**config.mk**
```make
export PLATFORM = sky130hd
export DESIGN_NAME = multicycle_ctrl_flat
export DESIGN_NICKNAME = d
export VERILOG_FILES = /design/src/rtl/multicycle_ctrl_if.sv /design/src/rtl/multicycle_ctrl.sv /design/src/flat_wrapper.sv
export SDC_FILE = /design/constraint.sdc
export NUM_CORES = 1
export LEC_CHECK = 0
export BUFFER_PORTS_ARGS = -buffer_cell sky130_fd_sc_hd__buf_2
export CAP_MARGIN = 30
export CORE_MARGIN = 3
export CORE_UTILIZATION = 42
export CTS_BUF_LIST = sky130_fd_sc_hd__clkbuf_4 sky130_fd_sc_hd__clkbuf_8
export CTS_CLUSTER_DIAMETER = 50
export CTS_CLUSTER_SIZE = 20
export DETAILED_ROUTE_END_ITERATION = 7
export HOLD_SLACK_MARGIN = 0.03
export PLACE_DENSITY = 0.94
export RECOVER_POWER = 100
export SYNTH_ARGS = -nofsm -noshare
export SYNTH_HDL_FRONTEND = slang
export SYNTH_SLANG_ARGS = --single-unit
```
**constraint.sdc**
```tcl
create_clock -name clk -period 5.5 [get_ports clk]
set_input_delay 1.65 -clock clk [delete_from_list [all_inputs] [get_ports clk]]
set_output_delay 1.65 -clock clk [all_outputs]
set_load 0.05 [all_outputs]
```
**src/rtl/multicycle_ctrl_if.sv**
```systemverilog
// Control bundle between the multicycle CPU controller (master) and its datapath (slave).
interface multicycle_ctrl_if #(
  parameter int CNT_W = 32
);
  logic [5:0]       OpCode;
  logic [5:0]       func;
  logic             zero;
  logic             PC_Write;
  logic             IR_Write;
  logic             RegWrite;
  logic             MemRead;
  logic             MemWrite;
  logic             RegDst;
  logic             MemtoReg;
  logic             ALUSrcA;
  logic             ALUSrcB;
  logic             ExtSel;
  logic [1:0]       PCSrc;
  logic [2:0]       ALUOp;
  logic [2:0]       state;
  logic             halted;
  logic [CNT_W-1:0] cyc_cnt;
  logic [CNT_W-1:0] instr_cnt;

  modport master (
    input  OpCode, func, zero,
    output PC_Write, IR_Write, RegWrite, MemRead, MemWrite, RegDst, MemtoReg,
           ALUSrcA, ALUSrcB, ExtSel, PCSrc, ALUOp, state, halted, cyc_cnt, instr_cnt
  );

  modport slave (
    output OpCode, func, zero,
    input  PC_Write, IR_Write, RegWrite, MemRead, MemWrite, RegDst, MemtoReg,
           ALUSrcA, ALUSrcB, ExtSel, PCSrc, ALUOp, state, halted, cyc_cnt, instr_cnt
  );
endinterface

```
**src/rtl/multicycle_ctrl.sv**
```systemverilog
// Multicycle CPU main control FSM: IF/ID/EXE/MEM/WB/HALT sequencing with Moore/Mealy decode.
// Optional performance counters are built only when CTRL_PERF_CNT_EN is defined.
//
//   state | meaning
//   IF    | fetch: PC <- PC+4, IR loaded
//   ID    | decode: j/halt/nop resolved here
//   EXE   | ALU operation, beq resolves
//   MEM   | data-memory access (lw/sw)
//   WB    | register-file write
//   HALT  | stopped until reset
module multicycle_ctrl #(
  parameter int CNT_W = 32
) (
  input  logic              clk,
  input  logic              rst_n,
  multicycle_ctrl_if.master bus
);

  typedef enum logic [2:0] {
    S_IF   = 3'd0,
    S_ID   = 3'd1,
    S_EXE  = 3'd2,
    S_MEM  = 3'd3,
    S_WB   = 3'd4,
    S_HALT = 3'd5
  } state_e;

  typedef enum logic [3:0] {
    I_NOP, I_R, I_ADDI, I_ORI, I_LW, I_SW, I_BEQ, I_J, I_HALT
  } instr_e;

  localparam logic [2:0] ALU_ADD = 3'b000;
  localparam logic [2:0] ALU_SUB = 3'b001;
  localparam logic [2:0] ALU_AND = 3'b010;
  localparam logic [2:0] ALU_OR  = 3'b011;
  localparam logic [2:0] ALU_SLT = 3'b100;
  localparam logic [2:0] ALU_SLL = 3'b101;

  state_e     state_q, state_d;
  instr_e     instr;
  logic [2:0] r_alu_op;
  logic       r_ok;
  logic       r_sll;

  logic       pc_write, ir_write, reg_write, mem_read, mem_write;
  logic       reg_dst, mem_to_reg, alu_src_a, alu_src_b, ext_sel;
  logic [1:0] pc_src;
  logic [2:0] alu_op;
  logic       alu_hold;

  always_comb begin
    r_alu_op = ALU_ADD;
    r_ok     = 1'b1;
    r_sll    = 1'b0;
    case (bus.func)
      6'b100000: r_alu_op = ALU_ADD;
      6'b100010: r_alu_op = ALU_SUB;
      6'b100100: r_alu_op = ALU_AND;
      6'b100101: r_alu_op = ALU_OR;
      6'b101010: r_alu_op = ALU_SLT;
      6'b000000: begin
        r_alu_op = ALU_SLL;
        r_sll    = 1'b1;
      end
      default:   r_ok = 1'b0;
    endcase
  end

  always_comb begin
    instr = I_NOP;
    case (bus.OpCode)
      6'b000000: instr = r_ok ? I_R : I_NOP;
      6'b001000: instr = I_ADDI;
      6'b001101: instr = I_ORI;
      6'b100011: instr = I_LW;
      6'b101011: instr = I_SW;
      6'b000100: instr = I_BEQ;
      6'b000010: instr = I_J;
      6'b111111: instr = I_HALT;
      default:   instr = I_NOP;
    endcase
  end

  always_comb begin
    state_d    = state_q;
    pc_write   = 1'b0;
    ir_write   = 1'b0;
    reg_write  = 1'b0;
    mem_read   = 1'b0;
    mem_write  = 1'b0;
    reg_dst    = 1'b0;
    mem_to_reg = 1'b0;
    alu_src_a  = 1'b0;
    alu_src_b  = 1'b0;
    ext_sel    = 1'b0;
    pc_src     = 2'b00;
    alu_op     = ALU_ADD;
    alu_hold   = 1'b0;

    case (state_q)
      S_IF: begin
        pc_write = 1'b1;
        ir_write = 1'b1;
        state_d  = S_ID;
      end
      S_ID: begin
        case (instr)
          I_J: begin
            pc_write = 1'b1;
            pc_src   = 2'b10;
            state_d  = S_IF;
          end
          I_HALT:  state_d = S_HALT;
          I_NOP:   state_d = S_IF;
          default: state_d = S_EXE;
        endcase
      end
      S_EXE: begin
        alu_hold = 1'b1;
        case (instr)
          I_BEQ: begin
            pc_src   = 2'b01;
            pc_write = bus.zero;
            state_d  = S_IF;
          end
          I_LW, I_SW:         state_d = S_MEM;
          I_ADDI, I_ORI, I_R: state_d = S_WB;
          default:            state_d = S_IF;
        endcase
      end
      S_MEM: begin
        alu_hold = 1'b1;
        case (instr)
          I_LW: begin
            mem_read = 1'b1;
            state_d  = S_WB;
          end
          I_SW: begin
            mem_write = 1'b1;
            state_d   = S_IF;
          end
          default: state_d = S_IF;
        endcase
      end
      S_WB: begin
        alu_hold   = 1'b1;
        reg_write  = 1'b1;
        reg_dst    = (instr == I_R);
        mem_to_reg = (instr == I_LW);
        state_d    = S_IF;
      end
      S_HALT:  state_d = S_HALT;
      default: state_d = S_IF;
    endcase

    // ALU selects are set in EXE and kept until the instruction retires
    if (alu_hold) begin
      case (instr)
        I_LW, I_SW, I_ADDI: begin
          alu_src_b = 1'b1;
          ext_sel   = 1'b1;
        end
        I_ORI: begin
          alu_src_b = 1'b1;
          alu_op    = ALU_OR;
        end
        I_BEQ: alu_op = ALU_SUB;
        I_R: begin
          alu_op    = r_alu_op;
          alu_src_a = r_sll;
        end
        default: alu_op = ALU_ADD;
      endcase
    end
  end

  always_ff @(posedge clk or negedge rst_n) begin
    if (!rst_n) begin
      state_q <= S_IF;
    end else begin
      state_q <= state_d;
    end
  end

  // Write strobes are gated by reset so an aborted instruction cannot leak a write
  assign bus.PC_Write = pc_write  & rst_n;
  assign bus.IR_Write = ir_write  & rst_n;
  assign bus.RegWrite = reg_write & rst_n;
  assign bus.MemRead  = mem_read  & rst_n;
  assign bus.MemWrite = mem_write & rst_n;
  assign bus.RegDst   = reg_dst;
  assign bus.MemtoReg = mem_to_reg;
  assign bus.ALUSrcA  = alu_src_a;
  assign bus.ALUSrcB  = alu_src_b;
  assign bus.ExtSel   = ext_sel;
  assign bus.PCSrc    = pc_src;
  assign bus.ALUOp    = alu_op;
  assign bus.state    = state_q;
  assign bus.halted   = (state_q == S_HALT);

`ifdef CTRL_PERF_CNT_EN
  logic [CNT_W-1:0] cyc_cnt_q, cyc_cnt_d;
  logic [CNT_W-1:0] instr_cnt_q, instr_cnt_d;
  logic             retire;

  always_comb begin
    retire      = (state_q != S_IF) && (state_q != S_HALT) &&
                  ((state_d == S_IF) || (state_d == S_HALT));
    cyc_cnt_d   = cyc_cnt_q;
    instr_cnt_d = instr_cnt_q;
    if (state_q != S_HALT) cyc_cnt_d = cyc_cnt_q + CNT_W'(1);
    if (retire) instr_cnt_d = instr_cnt_q + CNT_W'(1);
  end

  always_ff @(posedge clk or negedge rst_n) begin
    if (!rst_n) begin
      cyc_cnt_q   <= '0;
      instr_cnt_q <= '0;
    end else begin
      cyc_cnt_q   <= cyc_cnt_d;
      instr_cnt_q <= instr_cnt_d;
    end
  end

  assign bus.cyc_cnt   = cyc_cnt_q;
  assign bus.instr_cnt = instr_cnt_q;
`else
  assign bus.cyc_cnt   = {CNT_W{1'b0}};
  assign bus.instr_cnt = {CNT_W{1'b0}};
`endif

endmodule
```
**src/flat_wrapper.sv**
```systemverilog
// flat-port wrapper written by rule: the top's interface ports become plain ports
module multicycle_ctrl_flat 
#(
  parameter int CNT_W = 32
)
  (clk, rst_n, bus_OpCode, bus_func, bus_zero, bus_PC_Write, bus_IR_Write, bus_RegWrite, bus_MemRead, bus_MemWrite, bus_RegDst, bus_MemtoReg, bus_ALUSrcA, bus_ALUSrcB, bus_ExtSel, bus_PCSrc, bus_ALUOp, bus_state, bus_halted, bus_cyc_cnt, bus_instr_cnt);
  multicycle_ctrl_if #(.CNT_W(CNT_W)) bus_i ();
  input  logic clk;
  input  logic rst_n;
  input wire logic [$bits(bus_i.OpCode)-1:0] bus_OpCode;
  input wire logic [$bits(bus_i.func)-1:0] bus_func;
  input wire logic [$bits(bus_i.zero)-1:0] bus_zero;
  output wire logic [$bits(bus_i.PC_Write)-1:0] bus_PC_Write;
  output wire logic [$bits(bus_i.IR_Write)-1:0] bus_IR_Write;
  output wire logic [$bits(bus_i.RegWrite)-1:0] bus_RegWrite;
  output wire logic [$bits(bus_i.MemRead)-1:0] bus_MemRead;
  output wire logic [$bits(bus_i.MemWrite)-1:0] bus_MemWrite;
  output wire logic [$bits(bus_i.RegDst)-1:0] bus_RegDst;
  output wire logic [$bits(bus_i.MemtoReg)-1:0] bus_MemtoReg;
  output wire logic [$bits(bus_i.ALUSrcA)-1:0] bus_ALUSrcA;
  output wire logic [$bits(bus_i.ALUSrcB)-1:0] bus_ALUSrcB;
  output wire logic [$bits(bus_i.ExtSel)-1:0] bus_ExtSel;
  output wire logic [$bits(bus_i.PCSrc)-1:0] bus_PCSrc;
  output wire logic [$bits(bus_i.ALUOp)-1:0] bus_ALUOp;
  output wire logic [$bits(bus_i.state)-1:0] bus_state;
  output wire logic [$bits(bus_i.halted)-1:0] bus_halted;
  output wire logic [$bits(bus_i.cyc_cnt)-1:0] bus_cyc_cnt;
  output wire logic [$bits(bus_i.instr_cnt)-1:0] bus_instr_cnt;
  assign bus_i.OpCode = bus_OpCode;
  assign bus_i.func = bus_func;
  assign bus_i.zero = bus_zero;
  assign bus_PC_Write = bus_i.PC_Write;
  assign bus_IR_Write = bus_i.IR_Write;
  assign bus_RegWrite = bus_i.RegWrite;
  assign bus_MemRead = bus_i.MemRead;
  assign bus_MemWrite = bus_i.MemWrite;
  assign bus_RegDst = bus_i.RegDst;
  assign bus_MemtoReg = bus_i.MemtoReg;
  assign bus_ALUSrcA = bus_i.ALUSrcA;
  assign bus_ALUSrcB = bus_i.ALUSrcB;
  assign bus_ExtSel = bus_i.ExtSel;
  assign bus_PCSrc = bus_i.PCSrc;
  assign bus_ALUOp = bus_i.ALUOp;
  assign bus_state = bus_i.state;
  assign bus_halted = bus_i.halted;
  assign bus_cyc_cnt = bus_i.cyc_cnt;
  assign bus_instr_cnt = bus_i.instr_cnt;
  multicycle_ctrl #(.CNT_W(CNT_W)) u_core (.clk(clk), .rst_n(rst_n), .bus(bus_i));
endmodule
```
==> metrics.yaml, run 1 <==
critPathMaxFanout: 10
path_clk_slew_ns: 0.04
tightest_slew_ns: 0.621
setup_violations: 0
die_h_microns: 57.0
grt_pass1_wl_microns: 3320
clk_path_buf_depth: 2
drive_above_1_share_pct: 13.8
status: "complete, no violations"
synth_area_sq_mm: 0.00109
largest_register_ffs: 3
ys_warn_count: 0
postSynthCellCount: 157
gr-total-overflow: 0
end_kind: "output pin"
synth_cell_types: 36
skew_ns: 0.00255
maxSlewHeadroom_pct: 58.8
wl_met3_microns: 258
dp.final_hpwl_microns: 1910
clock-sinks: 3
syn_avg_cell_area_sq_um: 6.95
port_buffers: 33
final.min_clock_period_ns: 5.09
die_w_microns: 57.0
drt-met1-wl_microns: 914
required_ns: 3.85
cts-buffers-inserted: 3
ys_ff_latch: 3
tns_ns: 0
io_pins: 98
place_congestion: 0.864
rsz0062_at_grt: "no"
cts_tree: "built"
cts_resized: 0
preCtsSetupSlack_ns: 0.672
cts_setup_buffers: 0
vdd_drop_max_mv: 0.165
timing.final.crit_share_pct: 92.6
drv_cap: 0
hold_viol_final: 0
wl_microns: 2290
core-area_sq_mm: 0.00234
root_buffer: "clkbuf_4"
drt_iter0_drc: 49
final_max_slew_viol_count: 0
ant_nets: 0
grt_max_degree: 14
clock_latency_ns: 0.23
areaGrowthSynthToFinish_pct: -6.08
fin_nets: 204
vias_per_cell: 4.39
routed.top_layer: "met3"
powerDensity_mw_per_mm2: 268
clock.fmax_ghz: 0.196
via_count: 949
finalWorstSetupSlack_ns: 0.409
critPathArrivalTime_ns: 3.44
grt.total_usage_pct: 12.4
synth-seq-area-share_pct: 6.88
cp-start-kind: "primary input"
antenna_cells: 0
initial_core_util_pct: 46.6
h-tree-depth: 1
power_leakage_nw: 0.497
dpl.cell_count: 212
hp-class: "reg2reg"
layout.cells.non_filler: 216
drtPass1Iterations: 4
critPathKind: "in2out"
wl_per_cell_microns: 10.6
drc: 0
grt_pass1_vias: 773
antenna_found_initial: 0
fp.dieArea_sq_mm: 0.00325
wl_met2_microns: 1110
row_count: 17
cts_hold_buffers: 0
cell usage after synthesis:
master     number  area [sq um]
buf_4          65           488
nand2_1        11          41.3
nor2_1          9          33.8
nor3_1          8          40.0
a21oi_1         7          35.0
nand3_1         6          30.0
o21ai_0         5          25.0
inv_1           4          15.0
nor4_1          4          25.0
clkbuf_1        3          11.3
dfrtp_1         3          75.1
nand4_1         3          18.8
a221oi_1        2          17.5
and2_1          2          12.5
and3_2          2          15.0
nand2b_1        2          12.5
o211ai_1        2          15.0
a2111oi_4       1          27.5
a31oi_1         1          6.26
and3_1          1          6.26
buf_6           1          11.3
conb_1          1          3.75
nand2b_4        1          13.8
nand3b_1        1          7.51
nand4b_1        1          8.76
nor2_8          1          20.0
nor3b_1         1          7.51
nor4b_1         1          8.76
o21a_1          1          7.51
o22ai_1         1          6.26
o31ai_1         1          7.51
o32ai_1         1          8.76
or2_2           1          6.26
or2_4           1          8.76
or3_1           1          6.26
or4_1           1          7.51
metal layers:
metal | track usage, % | up-vias
met2 | 21.4 | 67
met4 | 4.30 | 0
met3 | 1.58 | 0
met1 | 15.8 | 409
li1 | - | 473
met5 | 0 | -
cell families (layout without fill, tap and decap cells):
group	count (synthesis)	count (layout)	synth area share, %
buffers and inverters	73	41	48.2
AND/OR/NAND/NOR	58	58	30.3
AO/OA/AOI/OAI	22	22	14.3
flip-flops	3	3	6.88
other	1	64	0.344
cell usage in the layout (no fill, tap or decap), types with 2 or more instances in the layout:
cell and count:
conb_1 64, clkbuf_1 18, buf_2 15, nand2_1 11
nor2_1 9, nor3_1 8, a21oi_1 7, nand3_1 6
o21ai_0 5, inv_1 4, nor4_1 4, clkbuf_4 4
nand4_1 3, dfrtp_1 3, nand2b_1 2, and2_1 2
and3_2 2, o211ai_1 2, a221oi_1 2
critical path, stage by stage:
cell and delay, ns:
clkbuf_1 0.19, or2_4 0.31, nand2b_4 0.15, a2111oi_4 0.40
nor3b_1 0.23, clkbuf_1 0.51
final cells by class:
class                      instances  area, sq um
inverter                           4         15.0
clock buffer                       4         30.0
tap                               28         35.0
timing repair buffer              33          143
multi-input combinational        144          727
fill                             276         1320
sequential                         3         75.1
power breakdown:
part	switching [mW]	leakage, nW	internal, mW	total, mW
clock	0.0116	0.0184	0.0321	0.0437
sequential	0.0147	0.0394	0.0269	0.0416
combinational	0.166	0.439	0.0234	0.189
metrics by stage:
step | hold WS [ns] | power [mW] | cell area [sq um] | util, %
floorplan | 0.897 | 0.243 | 1330 | -
global placement | 0.602 | 0.231 | 1020 | 43.5
detailed placement | 0.603 | 0.232 | 1020 | 43.5
CTS | 0.612 | 0.277 | 1050 | 44.8
global route | 0.673 | 0.289 | 1020 | 43.8
finish | 0.624 | 0.275 | 1020 | 43.8
worst paths after layout:
path	slack, ns	cells after the start	start	to
hold / removal	0.62	1	u_core.bus.state[2]$_DFF_PN0_	u_core.bus.state[0]$_DFF_PN0_
setup / recovery	0.41	6	bus_OpCode[0]	bus_RegDst
max in group asynchronous	4.02	1	rst_n	u_core.bus.state[0]$_DFF_PN0_
setup reg to reg	4.03	5	u_core.bus.state[2]$_DFF_PN0_	u_core.bus.state[1]$_DFF_PN0_
hold reg to reg	0.62	1	u_core.bus.state[2]$_DFF_PN0_	u_core.bus.state[0]$_DFF_PN0_
min in group asynchronous	1.26	1	rst_n	u_core.bus.state[2]$_DFF_PN0_
Power figures use the tool's default switching activity.
==> inputs of run 2 (changes only) <==
--- a/config.mk
+++ b/config.mk
@@ -5,10 +5,11 @@
 export SDC_FILE = /design/constraint.sdc
 export NUM_CORES = 1
 export LEC_CHECK = 0
+export ABC_AREA = 1
 export BUFFER_PORTS_ARGS = -buffer_cell sky130_fd_sc_hd__buf_2
 export CAP_MARGIN = 30
 export CORE_MARGIN = 3
-export CORE_UTILIZATION = 42
+export CORE_UTILIZATION = 43
 export CTS_BUF_LIST = sky130_fd_sc_hd__clkbuf_4 sky130_fd_sc_hd__clkbuf_8
 export CTS_CLUSTER_DIAMETER = 50
 export CTS_CLUSTER_SIZE = 20
==> run 2 against run 1 <==
Net effect: die area grew 1.7%; clock power down 5.7%; global-route usage fell by 1.4 points; sequential share of layout area shrank 0.46 points; synthesized cell count is 17% higher; first-iteration DRC count shrank 53%; register-to-register slack gained 0.37 ns; combinational power is 9% higher; core utilization shrank 0.053 points; worst hold slack better by 0.070 ns; largest cell class unchanged.
==> metrics.yaml, run 2 <==
final.min_clock_period_ns: 4.67  # -0.421 ns
areaGrowthSynthToFinish_pct: -3.96
synthSimpleGateAreaFrac_pct: 35.1  # +4.8 points
clk_path_buf_depth: 2  # unchanged
path_clk_slew_ns: 0.03  # about the same
cp-start-kind: "primary input"
rrSetupSlack_ns: 4.40  # +0.37 ns
io_pins: 98  # unchanged
vias_per_cell: 4.03  # -8.3%
antenna_cells: 0  # unchanged
die_w_microns: 57.5  # +0.86%
wl_per_cell_microns: 8.63  # -18%
tns_ns: 0  # unchanged
synth_top_area_share_pct: 42.2  # -2.5 points
antenna_found_initial: 0  # unchanged
synthXorXnorAreaFrac_pct: 0  # unchanged
hp-class: "reg2reg"
final_max_slew_viol_count: 0  # unchanged
synth_compound_area_share_pct: 5.82  # -8.5 points
cp.depth: 9  # +3
cp_top_family: "buffers and inverters"
cts_tree: "built"
drtPass1Iterations: 4  # unchanged
fin_util_pct: 43.7  # -0.053 points
ant_nets: 0  # unchanged
initial_core_util_pct: 45.5  # -1.1 points
worstReg2RegEnd: "u_core.bus.state[2]$_DFF_PN0_"
skew_ns: 0.00322  # +0.000673 ns
clock-sinks: 3  # unchanged
drc: 0  # unchanged
row_count: 18  # +1
yosys.area.top_type: "buf_4"
cts-buffers-inserted: 3  # unchanged
synth_top_family_by_area: "buffers and inverters"
path_buf_inv: 3  # +1
powerDensity_mw_per_mm2: 262  # -2.4%
min_from: "u_core.bus.state[2]$_DFF_PN0_"
synth_area_sq_mm: 0.00114  # +4.4%
synthMuxAreaShare_pct: 0  # unchanged
tightest_slew_ns: 0.609  # -0.0112 ns
hold_viol_final: 0  # unchanged
holdPathEnd: "u_core.bus.state[0]$_DFF_PN0_"
timing.final.crit_share_pct: 84.9  # -7.7 points
ys_warn_count: 0  # unchanged
final_common_cell: "conb_1"
core-area_sq_mm: 0.00250  # +6.8%
largest_register_ffs: 3  # unchanged
crit_top_cell: "nand3_1"
finalWorstSetupSlack_ns: 0.831  # +0.421 ns
clock.fmax_ghz: 0.214  # +9.0%
wl_microns: 2150  # -6.0%
ys_ff_latch: 3  # unchanged
required_ns: 3.85  # about the same
drv_cap: 0  # unchanged
critPathMaxFanout: 5  # -5
synth_cell_types: 22  # -39%
maxSlewHeadroom_pct: 59.5  # +0.75 points
port_buffers: 33  # unchanged
async_flop_share_pct: 100  # unchanged
dpl.cell_count: 245  # +16%
end_kind: "output pin"
preCtsSetupSlack_ns: 1.06  # +0.391 ns
r2r_start: "u_core.bus.state[0]$_DFF_PN0_"
drt_iter0_drc: 23  # -53%
setup_violations: 0  # unchanged
h-tree-depth: 1  # unchanged
gr-total-overflow: 0  # unchanged
clock_latency_ns: 0.22  # about the same
cts_hold_buffers: 0  # unchanged
grt_pass1_vias: 795  # +2.8%
grt_max_degree: 8  # -6
crit_slowest_cell: "clkbuf_1"
power_leakage_nw: 0.649  # +31%
cts_setup_buffers: 0  # unchanged
critPathKind: "in2out"
via_count: 1003  # +5.7%
reg2reg_depth: 4  # -1
worstPathCellList: "buf_2, nor2_4, nand3_1, nand3_1, nand2_1, clkinv_2, nand2_2, o22ai_2, clkbuf_1"
vdd_drop_max_mv: 0.209  # +27%
synth-edff-count: 0  # unchanged
syn_avg_cell_area_sq_um: 6.22  # -10%
drive_above_1_share_pct: 21.5  # +7.6 points
die_h_microns: 57.5  # +0.86%
synth_common_cells: "buf_4, nor2_1, inv_1"
root_buffer: "clkbuf_4"
hold_path_depth: 3  # +2
place_congestion: 0.913  # +5.7%
critPathArrivalTime_ns: 3.02  # -0.42 ns
grt_pass1_wl_microns: 3110  # -6.4%
fin_nets: 235  # +15%
dp.final_hpwl_microns: 1950  # +2.1%
fp.dieArea_sq_mm: 0.00330  # +1.7%
rsz0062_at_grt: "no"
layout_common_cells: "conb_1, nor2_1, clkbuf_1, inv_1"
grt.total_usage_pct: 11.0  # -1.4 points
yosys_most_used_dff: "dfrtp_1"
postSynthCellCount: 183  # +17%
synth_fa_ha_area_share_pct: 0  # unchanged
cts_resized: 0  # unchanged
synth-seq-area-share_pct: 6.59  # -0.29 points
critical-path-max-stage-delay_ns: 0.49  # -0.02 ns
synth.most_common_cell: "buf_4"
synthTopCellsByArea: "buf_4, nor2_1, dfrtp_1"
status: "complete, no violations"
layout.cells.non_filler: 249  # +15%
[run 2: cell count changes in the layout (fill, tap and decap cells not counted), sizes merged, moves of 3 or more]
| cell | delta |
|---|---|
| a21oi | -4 |
| nor3 | -3 |
| inv | +25 |
| nor4 | -4 |
| nand2 | +6 |
| o21ai | -3 |
| nand2b | -3 |
| clkbuf | +3 |
| a31oi | +3 |
| nor2 | +24 |
| and3 | -3 |
| nand3 | +9 |
| buf | -3 |
[run 2: logic make-up after synthesis]
kind of cell / Yosys count
buffers and inverters: 94
and+or+nand+nor: 75
AOI/OAI and AO/OA: 10
DFF: 3
other: 1
[run 2: area by class of cell]
class | count | area [sq um]
Timing Repair Buffer | 33 | 139
Sequential cell | 3 | 75.1
Clock buffer | 4 | 30.0
Inverter | 30 | 114
Multi-Input combinational cell | 149 | 698
Tap cell | 30 | 37.5
Fill cell | 291 | 1410
[run 2: how the worst max path moves through the flow]
stage / start / endpoint / slack [ns]
floorplan: bus_OpCode[4] / bus_PC_Write / 0.76
global placement: bus_OpCode[2] / bus_ALUOp[0] / 1.09
detailed placement: bus_func[4] / bus_ALUOp[1] / 1.06
CTS: bus_func[4] / bus_ALUOp[1] / 1.06
global route: bus_func[4] / bus_ALUOp[1] / 0.68
finish: bus_func[4] / bus_ALUOp[1] / 0.83
[run 2: power by group]
| group | internal [mW] | switching (mW) |
|---|---|---|
| Clock | 0.0319 | 0.00924 |
| Combinational | 0.0260 | 0.180 |
| Sequential | 0.0273 | 0.0114 |
[run 2: routing by layer]
metal	vias to the layer above	track usage, %	part of all wire, %
li1	508	-	-
met1	430	14.2	37
met2	65	20.2	49
met3	0	1.36	14
met4	0	0.993	0
met5	-	0	0
[run 2: worst min-delay path, stage by stage, from the launching register on]
cell     delay, ns
dfrtp_1       0.41
nor2_1        0.07
inv_1         0.09
nand3_1       0.08
[run 2: through the flow]
| step | cell area [sq um] | power [mW] | hold slack (ns) |
|---|---|---|---|
| final | 1090 | 0.286 | 0.694 |
| after global routing | 1090 | 0.305 | 0.726 |
| after CTS | 1130 | 0.290 | 0.704 |
| after detailed placement | 1100 | 0.247 | 0.693 |
| after global placement | 1100 | 0.246 | 0.675 |
| after floorplan | 1380 | 0.255 | 0.899 |
